===== config.mk =====
export PLATFORM = sky130hd
export DESIGN_NAME = intersection_controller
export DESIGN_NICKNAME = d
export VERILOG_FILES = /design/src/rtl/intersection_controller.sv
export SDC_FILE = /design/constraint.sdc
export NUM_CORES = 1
export LEC_CHECK = 0
export BUFFER_PORTS_ARGS = -buffer_cell sky130_fd_sc_hd__buf_2
export CELL_PAD_IN_SITES_DETAIL_PLACEMENT = 2
export CELL_PAD_IN_SITES_GLOBAL_PLACEMENT = 2
export CORE_UTILIZATION = 31
export DETAILED_ROUTE_END_ITERATION = 7
export GPL_ROUTABILITY_DRIVEN = 0
export PLACE_DENSITY = 0.75
export SYNTH_ARGS = -nofsm -noshare
export SYNTH_HDL_FRONTEND = slang
export SYNTH_SLANG_ARGS = --single-unit

===== constraint.sdc =====
create_clock -name clk -period 2.65 [get_ports clk]
set_input_delay 0.53 -clock clk [delete_from_list [all_inputs] [get_ports clk]]
set_output_delay 0.53 -clock clk [all_outputs]
set_load 0.1 [all_outputs]

===== src/rtl/intersection_controller.sv =====
// Four-way intersection phase sequencer: one state machine drives both light heads,
// with all-red clearance, demand-driven protected lefts and emergency preemption.
module intersection_controller #(
    parameter int LEFT_T   = 5,
    parameter int GREEN_T  = 10,
    parameter int YELLOW_T = 3,
    parameter int CLEAR_T  = 2
) (
    input  logic       clk,
    input  logic       reset,
    input  logic       emergency,
    input  logic       ns_left_req,
    input  logic       ew_left_req,
    output logic [3:0] ns_out,
    output logic [3:0] ew_out,
    output logic [3:0] phase,
    output logic       allstop
);

    // state     | meaning
    // NS_LEFT   | NS protected left arrow, EW red
    // NS_GREEN  | NS green, EW red
    // NS_YELLOW | NS yellow, EW red
    // NS_CLEAR  | all red after NS, then EW (or ALLSTOP if preempted)
    // EW_LEFT   | EW protected left arrow, NS red
    // EW_GREEN  | EW green, NS red
    // EW_YELLOW | EW yellow, NS red
    // EW_CLEAR  | all red after EW, then NS (or ALLSTOP); reset state
    // ALLSTOP   | emergency hold, all red, resumes opposite the last direction
    typedef enum logic [3:0] {
        NS_LEFT   = 4'd0,
        NS_GREEN  = 4'd1,
        NS_YELLOW = 4'd2,
        NS_CLEAR  = 4'd3,
        EW_LEFT   = 4'd4,
        EW_GREEN  = 4'd5,
        EW_YELLOW = 4'd6,
        EW_CLEAR  = 4'd7,
        ALLSTOP   = 4'd8
    } state_t;

    localparam logic [3:0] HEAD_LEFT   = 4'b1001;
    localparam logic [3:0] HEAD_GREEN  = 4'b0100;
    localparam logic [3:0] HEAD_YELLOW = 4'b0010;
    localparam logic [3:0] HEAD_RED    = 4'b0001;

    localparam logic [4:0] LEFT_LAST   = 5'(LEFT_T - 1);
    localparam logic [4:0] GREEN_LAST  = 5'(GREEN_T - 1);
    localparam logic [4:0] YELLOW_LAST = 5'(YELLOW_T - 1);
    localparam logic [4:0] CLEAR_LAST  = 5'(CLEAR_T - 1);
    localparam logic [4:0] CNT_MAX     = 5'd31;

    state_t     state_q, state_d;
    logic [4:0] cnt_q, cnt_d;
    logic       ns_lp_q, ns_lp_d;
    logic       ew_lp_q, ew_lp_d;
    logic       em_pend_q, em_pend_d;
    logic       resume_ew_q, resume_ew_d;

    logic       preempt;
    logic       state_change;
    state_t     ns_start;
    state_t     ew_start;

    always_ff @(posedge clk) begin
        if (reset) begin
            state_q     <= EW_CLEAR;
            cnt_q       <= 5'd0;
            ns_lp_q     <= 1'b0;
            ew_lp_q     <= 1'b0;
            em_pend_q   <= 1'b0;
            resume_ew_q <= 1'b0;
        end else begin
            state_q     <= state_d;
            cnt_q       <= cnt_d;
            ns_lp_q     <= ns_lp_d;
            ew_lp_q     <= ew_lp_d;
            em_pend_q   <= em_pend_d;
            resume_ew_q <= resume_ew_d;
        end
    end

    // The live emergency input counts as well as the latch, so preemption
    // starts on the same edge that first samples the request.
    always_comb begin
        state_d     = state_q;
        resume_ew_d = resume_ew_q;
        preempt     = em_pend_q | emergency;
        ns_start    = ns_lp_q ? NS_LEFT : NS_GREEN;
        ew_start    = ew_lp_q ? EW_LEFT : EW_GREEN;

        case (state_q)
            NS_LEFT: begin
                if (preempt)                 state_d = NS_YELLOW;
                else if (cnt_q == LEFT_LAST) state_d = NS_GREEN;
            end
            NS_GREEN: begin
                if (preempt)                  state_d = NS_YELLOW;
                else if (cnt_q == GREEN_LAST) state_d = NS_YELLOW;
            end
            NS_YELLOW: begin
                if (cnt_q == YELLOW_LAST) state_d = NS_CLEAR;
            end
            NS_CLEAR: begin
                if (cnt_q == CLEAR_LAST) begin
                    if (preempt) begin
                        state_d     = ALLSTOP;
                        resume_ew_d = 1'b1;
                    end else begin
                        state_d = ew_start;
                    end
                end
            end
            EW_LEFT: begin
                if (preempt)                 state_d = EW_YELLOW;
                else if (cnt_q == LEFT_LAST) state_d = EW_GREEN;
            end
            EW_GREEN: begin
                if (preempt)                  state_d = EW_YELLOW;
                else if (cnt_q == GREEN_LAST) state_d = EW_YELLOW;
            end
            EW_YELLOW: begin
                if (cnt_q == YELLOW_LAST) state_d = EW_CLEAR;
            end
            EW_CLEAR: begin
                if (cnt_q == CLEAR_LAST) begin
                    if (preempt) begin
                        state_d     = ALLSTOP;
                        resume_ew_d = 1'b0;
                    end else begin
                        state_d = ns_start;
                    end
                end
            end
            ALLSTOP: begin
                if (!emergency && (cnt_q >= CLEAR_LAST)) begin
                    state_d = resume_ew_q ? ew_start : ns_start;
                end
            end
            default: state_d = EW_CLEAR;
        endcase
    end

    // Dwell counter restarts on every state change and saturates for long holds.
    always_comb begin
        state_change = (state_d != state_q);
        if (state_change)         cnt_d = 5'd0;
        else if (cnt_q < CNT_MAX) cnt_d = cnt_q + 5'd1;
        else                      cnt_d = cnt_q;
    end

    // A request coinciding with the LEFT entry edge wins over the clear.
    always_comb begin
        ns_lp_d = ns_lp_q;
        ew_lp_d = ew_lp_q;
        if (state_change && (state_d == NS_LEFT)) ns_lp_d = 1'b0;
        if (state_change && (state_d == EW_LEFT)) ew_lp_d = 1'b0;
        if (ns_left_req) ns_lp_d = 1'b1;
        if (ew_left_req) ew_lp_d = 1'b1;
    end

    always_comb begin
        em_pend_d = em_pend_q;
        if (state_change && (state_d == ALLSTOP)) em_pend_d = 1'b0;
        else if ((state_q != ALLSTOP) && emergency) em_pend_d = 1'b1;
    end

    always_comb begin
        ns_out  = HEAD_RED;
        ew_out  = HEAD_RED;
        phase   = state_q;
        allstop = (state_q == ALLSTOP);
        case (state_q)
            NS_LEFT:   ns_out = HEAD_LEFT;
            NS_GREEN:  ns_out = HEAD_GREEN;
            NS_YELLOW: ns_out = HEAD_YELLOW;
            EW_LEFT:   ew_out = HEAD_LEFT;
            EW_GREEN:  ew_out = HEAD_GREEN;
            EW_YELLOW: ew_out = HEAD_YELLOW;
            default: begin
                ns_out = HEAD_RED;
                ew_out = HEAD_RED;
            end
        endcase
    end

endmodule


==> impl_results.md, run 1 <==
* Hold buffer count at CTS at 0
* Detailed Routing Iterations Pass 1 at 6
* Global-route wire length before repair at just over 5000 microns
* Minimum clock period at about 2300 ps
* Root buffer cell: clkbuf_4
* Syn_area_per_cell at ~8 sq um
* Setup TNS at 0 ps
* GRT Overall Usage at 0.199
* Num Clock Sinks at 13
* Main synth FF type: dfxtp_1
* Worst Setup Start Kind: flop
* Die width at 57.7 microns
* Path depth of the worst reg2reg path at 7
* Post-synth EDFFs at 0
* Crit-path cells: nand2b_1, nor3b_4, buf_2
* CTS tree: done
* Final Hold Vio Count at 0
* Area of the multi-input gates at 694 sq um
* CP Capture Type: output port
* Antenna-violating nets left at 0
* Fill count at around 360
* HP Start: reset
* FP Rows at 19
* Nets at around 140
* Worst flop-to-flop path endpoint: ns_lp_q
* Mapped Area at between 900 and 1000 sq um
* Wirelength per Cell at 18.4 microns
* Fraction of layout cells with a size suffix above 1 at 0.328
* Reg clk slew, reported paths at around 80 ps
* Crit path DAT at roughly 1800 ps
* Sequential share of the synthesized area at 0.270
* Failing checks: design-rule violations
* Fin worst setup slack at between 300 and 400 ps
* Hold Path Stages at 2
* Antenna violations before repair at 0
* Overflow after GRT at 0
* Worst Tran Pin Value at 492 ps
* Library cells used by synthesis at 42
* Worst hold path class: in -> reg
* Max Slew Vio Count at 0
* Post-DP HPWL at 2370 microns
* Yosys warns at 0
* Drt first-iter violations at 22
* CP max stage cell: buf_2
* CTS HTree Levels at 1
* Post-Synthesis Cells at 120
* Largest stage delay, worst path at 470 ps
* Commonest non-fill, non-tap cell in the layout: buf_2
* Vias/cell at approximately 5.8
* Vias in the first global route at between 1000 and 1500
* Status: finished, violations left
* Mapped Nets at between 100 and 150
* Setup Skew at about 0.49 ps
* RSZ-0062 raised after global routing: false
* Total wire length at a little over 3000 microns
* Most frequent cells in the layout: buf_2, nor2_1, nor3_1
* Placed Area at ~1100 sq um
* DRC viols at 2
* Crit Path Class: reg -> out
* Final Cycle Share at 0.870
* Starting Density at 0.337
* Finished Cell Area at between 1000 and 1500 sq um
* PnR Total Power at roughly 1.3 mW
* Post-CTS Setup Bufs at 0
* Setup Slack @ Placement at approximately 500 ps
* Die area at 3330 sq um
* Asr flop ratio synth at 0
* Final setup fails at 0
* FF+latch count, synth at 13
* Cts repair resizes at 0
* Relative slew slack at 0.674
* Clock Latency Late Sink at approximately 280 ps
* Total CTS buffers at 3
* Power Dens Cells at 1170 nW/um^2
* Die span in y at about 58 microns
* Largest net degree at the start of global routing at 19
* R2r setup slk at 490 ps
* Sequential cell area at between 200 and 300 sq um
* Hold path endpoint: phase[3]
* Via Count at 960
* RR Startpoint: cnt_q[1]
* Worst EP required at roughly 2100 ps
* Fmax at approximately 0.43 GHz
* Max cap viols at 0
* Clk buf depth at 2
* Worst-path fanout max at 16
* Core Region at between 2000 and 3000 sq um
* Leak at between 0.4 and 0.5 nW
* VDD IR max at ~0.46 mV
* Area Overhead vs Synth at 19.1%
* ANT cells at 0
* I/O pin total at 18
* Port Buffers at 17
[worst max path at each step]
stage           endpoint      start  slack (ps)
2_1_floorplan  ew_out[0]   phase[2]        -160
3_3_place_gp     ns_lp_q   cnt_q[1]         510
3_5_place_dp    cnt_q[1]  emergency         500
4_1_cts        ew_out[2]   phase[3]         330
5_1_grt        ew_out[0]   phase[3]         280
6_report       ew_out[2]   phase[3]         340
[layer usage]
| layer | up-vias | global-route usage | routed length [microns] |
|---|---|---|---|
| met4 | 0 | 0.0782 | 44 |
| met5 | - | 0 | 0 |
| met1 | 474 | 0.256 | 1440 |
| met2 | 16 | 0.341 | 1490 |
| li1 | 465 | - | - |
| met3 | 5 | 0.0223 | 64 |
[flip-flops by register name, summed over array words and instances, names as in the netlist]
name         count
ew_lp_q          1
ns_lp_q          1
resume_ew_q      1
cnt_q            5
phase            4
em_pend_q        1
[cell usage after synthesis, types with 2 or more instances]
cell type,instances,area share
buf_6,2,0.023
buf_2,3,0.016
o21ai_0,2,0.010
nand2b_1,4,0.026
nor4_1,2,0.013
nand3_1,3,0.016
o21ai_1,2,0.010
dfxtp_1,13,0.27
a31oi_1,2,0.013
ha_1,4,0.052
nand3b_1,2,0.016
nor2_2,2,0.013
nand2_1,5,0.020
a21oi_1,8,0.042
nor2_1,15,0.059
or4b_4,2,0.029
nor3b_1,2,0.016
and2_1,2,0.013
nor3_1,13,0.068
inv_1,8,0.031
a211oi_1,3,0.023
[critical path: cells and delay by family (launching register included)]
kind | cells | cell delay, ps
DFF | 1 | 440
buffers and inverters | 1 | 470
and+or+nand+nor | 2 | 580
[logic make-up (layout without fill, tap and decap cells)]
| kind of cell | count (synthesis) | after routing | synth area share |
|---|---|---|---|
| simple gates | 62 | 62 | 0.382 |
| compound gates | 24 | 24 | 0.194 |
| buf+inv | 15 | 29 | 0.0819 |
| flops | 13 | 13 | 0.270 |
| fa+ha+maj | 4 | 4 | 0.0520 |
| xor+xnor | 1 | 1 | 0.00910 |
| mux | 1 | 1 | 0.0104 |
[cell type report]
type                       count  area share
clock buffer                   3      0.0197
clock inverter                 1     0.00437
inverter                       8      0.0262
multi-input combinational     92       0.606
sequential                    13       0.236
tap                           31      0.0338
timing repair buffer          17      0.0742
[where the power goes]
group | internal (mW) | leakage (nW) | switching (mW)
registers | 0.246 | 0.107 | 0.137
logic | 0.231 | 0.332 | 0.603
clock network | 0.0561 | 0.0177 | 0.0689
[per-stage QoR]
stage | util | cells | hold slack (ps)
global placement | 0.392 | 161 | 535
finish | 0.402 | 165 | 507
CTS | 0.402 | 165 | 495
detailed placement | 0.392 | 161 | 581
floorplan | - | 120 | 485
global route | 0.402 | 165 | 507
Power figures use the tool's default switching activity.
==> inputs of run 2 (changes only) <==
PLACE_DENSITY = not set   (was 0.75)
PLACE_DENSITY_LB_ADDON = 0.1   (was not set)
==> run 2 against run 1 <==
  * The run still ends with design-rule violations left
  * Global-route usage fell by 0.58 points
  * Sequential cell count stayed put
  * Die area did not move
  * Cell area unchanged
  * Sequential power is 1% lower
  * Combinational power about the same
  * Register-to-register slack better by 50 ps
  * Sequential share of layout area unchanged
  * Critical path type unchanged
  * Largest cell class unchanged
  * Highest routed layer unchanged
==> impl_results.md, run 2 (synthesized netlist as in run 1, its figures left out) <==
* Clk buf depth at 2 (unchanged)
* Num Clock Sinks at 13 (unchanged)
* Vias/cell at 5.63 (-3.2%)
* Biggest register: cnt_q
* CTS HTree Levels at 1 (unchanged)
* Critical path's top delay family: simple AND/OR/NAND/NOR gates
* Die area at 3330 sq um (unchanged)
* Crit Path Class: reg -> out
* Reg clk slew, reported paths at 80 ps (about the same)
* VDD IR max at 0.442 mV (-4.3%)
* Post-CTS Setup Bufs at 0 (unchanged)
* Antenna-violating nets left at 0 (unchanged)
* Power Dens Cells at 1170 nW/um^2 (-0.35%)
* Post-DP HPWL at 2230 microns (-5.9%)
* Hold slack at 495 ps (-11.4 ps)
* Largest stage delay, worst path at 470 ps (about the same)
* Total CTS buffers at 3 (unchanged)
* Fraction of layout cells with a size suffix above 1 at 0.328 (unchanged)
* Cts repair resizes at 0 (unchanged)
* Worst EP required at 2120 ps (about the same)
* Switching share of total power at 0.601 (-0.00162)
* Wirelength per Cell at 17.3 microns (-5.8%)
* DRC viols at 2 (unchanged)
* I/O pin total at 18 (unchanged)
* Int Pwr at 0.534 mW (about the same)
* CP max stage cell: buf_2
* Vias in the first global route at 982 (-2.1%)
* Fmax at 0.435 GHz (+0.25%)
* Clock Latency Late Sink at 280 ps (about the same)
* Minimum clock period at 2300 ps (-5.76 ps)
* Hold buffer count at CTS at 0 (unchanged)
* Fill count at 333 (-6.5%)
* Final Hold Vio Count at 0 (unchanged)
* Port Buffers at 17 (unchanged)
* Fin worst setup slack at 349 ps (+5.76 ps)
* Worst Setup Start Kind: flop
* ANT cells at 0 (unchanged)
* Crit-path cells: nand2b_1, nor3b_4, buf_2
* Psw at 0.804 mW (-0.62%)
* Global-route wire length before repair at 4920 microns (-2.3%)
* Antenna violations before repair at 0 (unchanged)
* Worst Tran Pin Value at 513 ps (+21.0 ps)
* Setup Slack @ Placement at 504 ps (-1.19 ps)
* Largest net degree at the start of global routing at 19 (unchanged)
* Via Count at 929 (-3.2%)
* Total wire length at 2860 microns (-5.8%)
* Commonest non-fill, non-tap cell in the layout: buf_2
* Setup Skew at 2.29 ps (+1.80 ps)
* Status: finished, violations left
* Failing checks: design-rule violations
* Drt first-iter violations at 15 (-32%)
* Critical path buffers and inverters at 1 (unchanged)
* CTS tree: done
* Area Overhead vs Synth at 19.1% (unchanged)
* Max Slew Vio Count at 0 (unchanged)
* Clk pwr share at 0.093 (about the same)
* Final setup fails at 0 (unchanged)
* Worst-path fanout max at 16 (unchanged)
* Comb power frac at 0.623 (about the same)
* Overflow after GRT at 0 (unchanged)
* Relative slew slack at 0.653 (-0.0211)
* Die width at 57.7 microns (unchanged)
* Die span in y at 57.7 microns (unchanged)
* Most frequent cells in the layout: buf_2, nor2_1, nor3_1
* Number of flip-flops in the largest register at 5 (unchanged)
* Leak at 0.457 nW (unchanged)
* FP Rows at 19 (unchanged)
* Root buffer cell: clkbuf_4
* Crit path DAT at 1770 ps (about the same)
* Flop pwr share at 0.284 (about the same)
* Detailed Routing Iterations Pass 1 at 5 (-1)
* RSZ-0062 raised after global routing: false
* CP Capture Type: output port
* Final Cycle Share at 0.868 (-0.00217)
* Nets at 144 (unchanged)
* Starting Density at 0.337 (unchanged)
* Core Region at 2850 sq um (unchanged)
* Worst hold path class: in -> reg
* GRT Overall Usage at 0.193 (-0.00582)
* Max cap viols at 0 (unchanged)
## run 2: cell counts in the layout (fill, tap and decap cells not counted)
Identical to the previous run, type by type.
## run 2: power groups by stage
stage / registers (mW) / clock network [mW] / logic, mW
after floorplan: 0.419 / 0 / 0.666
after global placement: 0.382 / 0 / 0.820
after detailed placement: 0.386 / 0 / 0.835
after CTS: 0.381 / 0.129 / 0.840
after global routing: 0.394 / 0.138 / 0.885
final: 0.379 / 0.125 / 0.833
## run 2: per-layer routing
layer / up-vias / wire length, microns / GRT usage
li1: 467 / - / -
met1: 442 / 1510 / 0.278
met2: 14 / 1240 / 0.301
met3: 6 / 57 / 0.0112
met4: 0 / 48 / 0.0816
met5: - / 0 / 0
## run 2: worst paths after layout
path          startpoint  cells after the start     endpoint  slack (ps)
max             phase[3]                      3    ew_out[2]         350
min                reset                      2      ew_lp_q         500
max reg2reg     cnt_q[0]                      6     cnt_q[2]         540
min reg2reg  resume_ew_q                      2  resume_ew_q         550
## run 2: final cells by class
class | count | area (sq um) | share of cell area
clock buffer | 3 | 22.5 | 0.0197
multi-input combinational | 92 | 694 | 0.606
inverter | 8 | 30.0 | 0.0262
clock inverter | 1 | 5.00 | 0.00437
tap | 31 | 38.8 | 0.0338
sequential | 13 | 270 | 0.236
timing repair buffer | 17 | 85.1 | 0.0742
## run 2: metrics by stage
step,instances,instance area (sq um),utilization,power [mW],setup TNS [ps]
3_5_place_dp,161,1120,0.392,1.22,0
2_1_floorplan,120,1060,-,1.09,-250
4_1_cts,165,1150,0.402,1.35,0
6_report,165,1150,0.402,1.34,0
5_1_grt,165,1150,0.402,1.42,0
3_3_place_gp,161,1120,0.392,1.20,0
## run 2: worst reg2reg max path, delay by kind of cell (launching register included)
family                     cells  cell delay, ps
DFF                            1             440
and+or+nand+nor                2             670
adders and majority gates      1             250
AOI/OAI and AO/OA              3             670
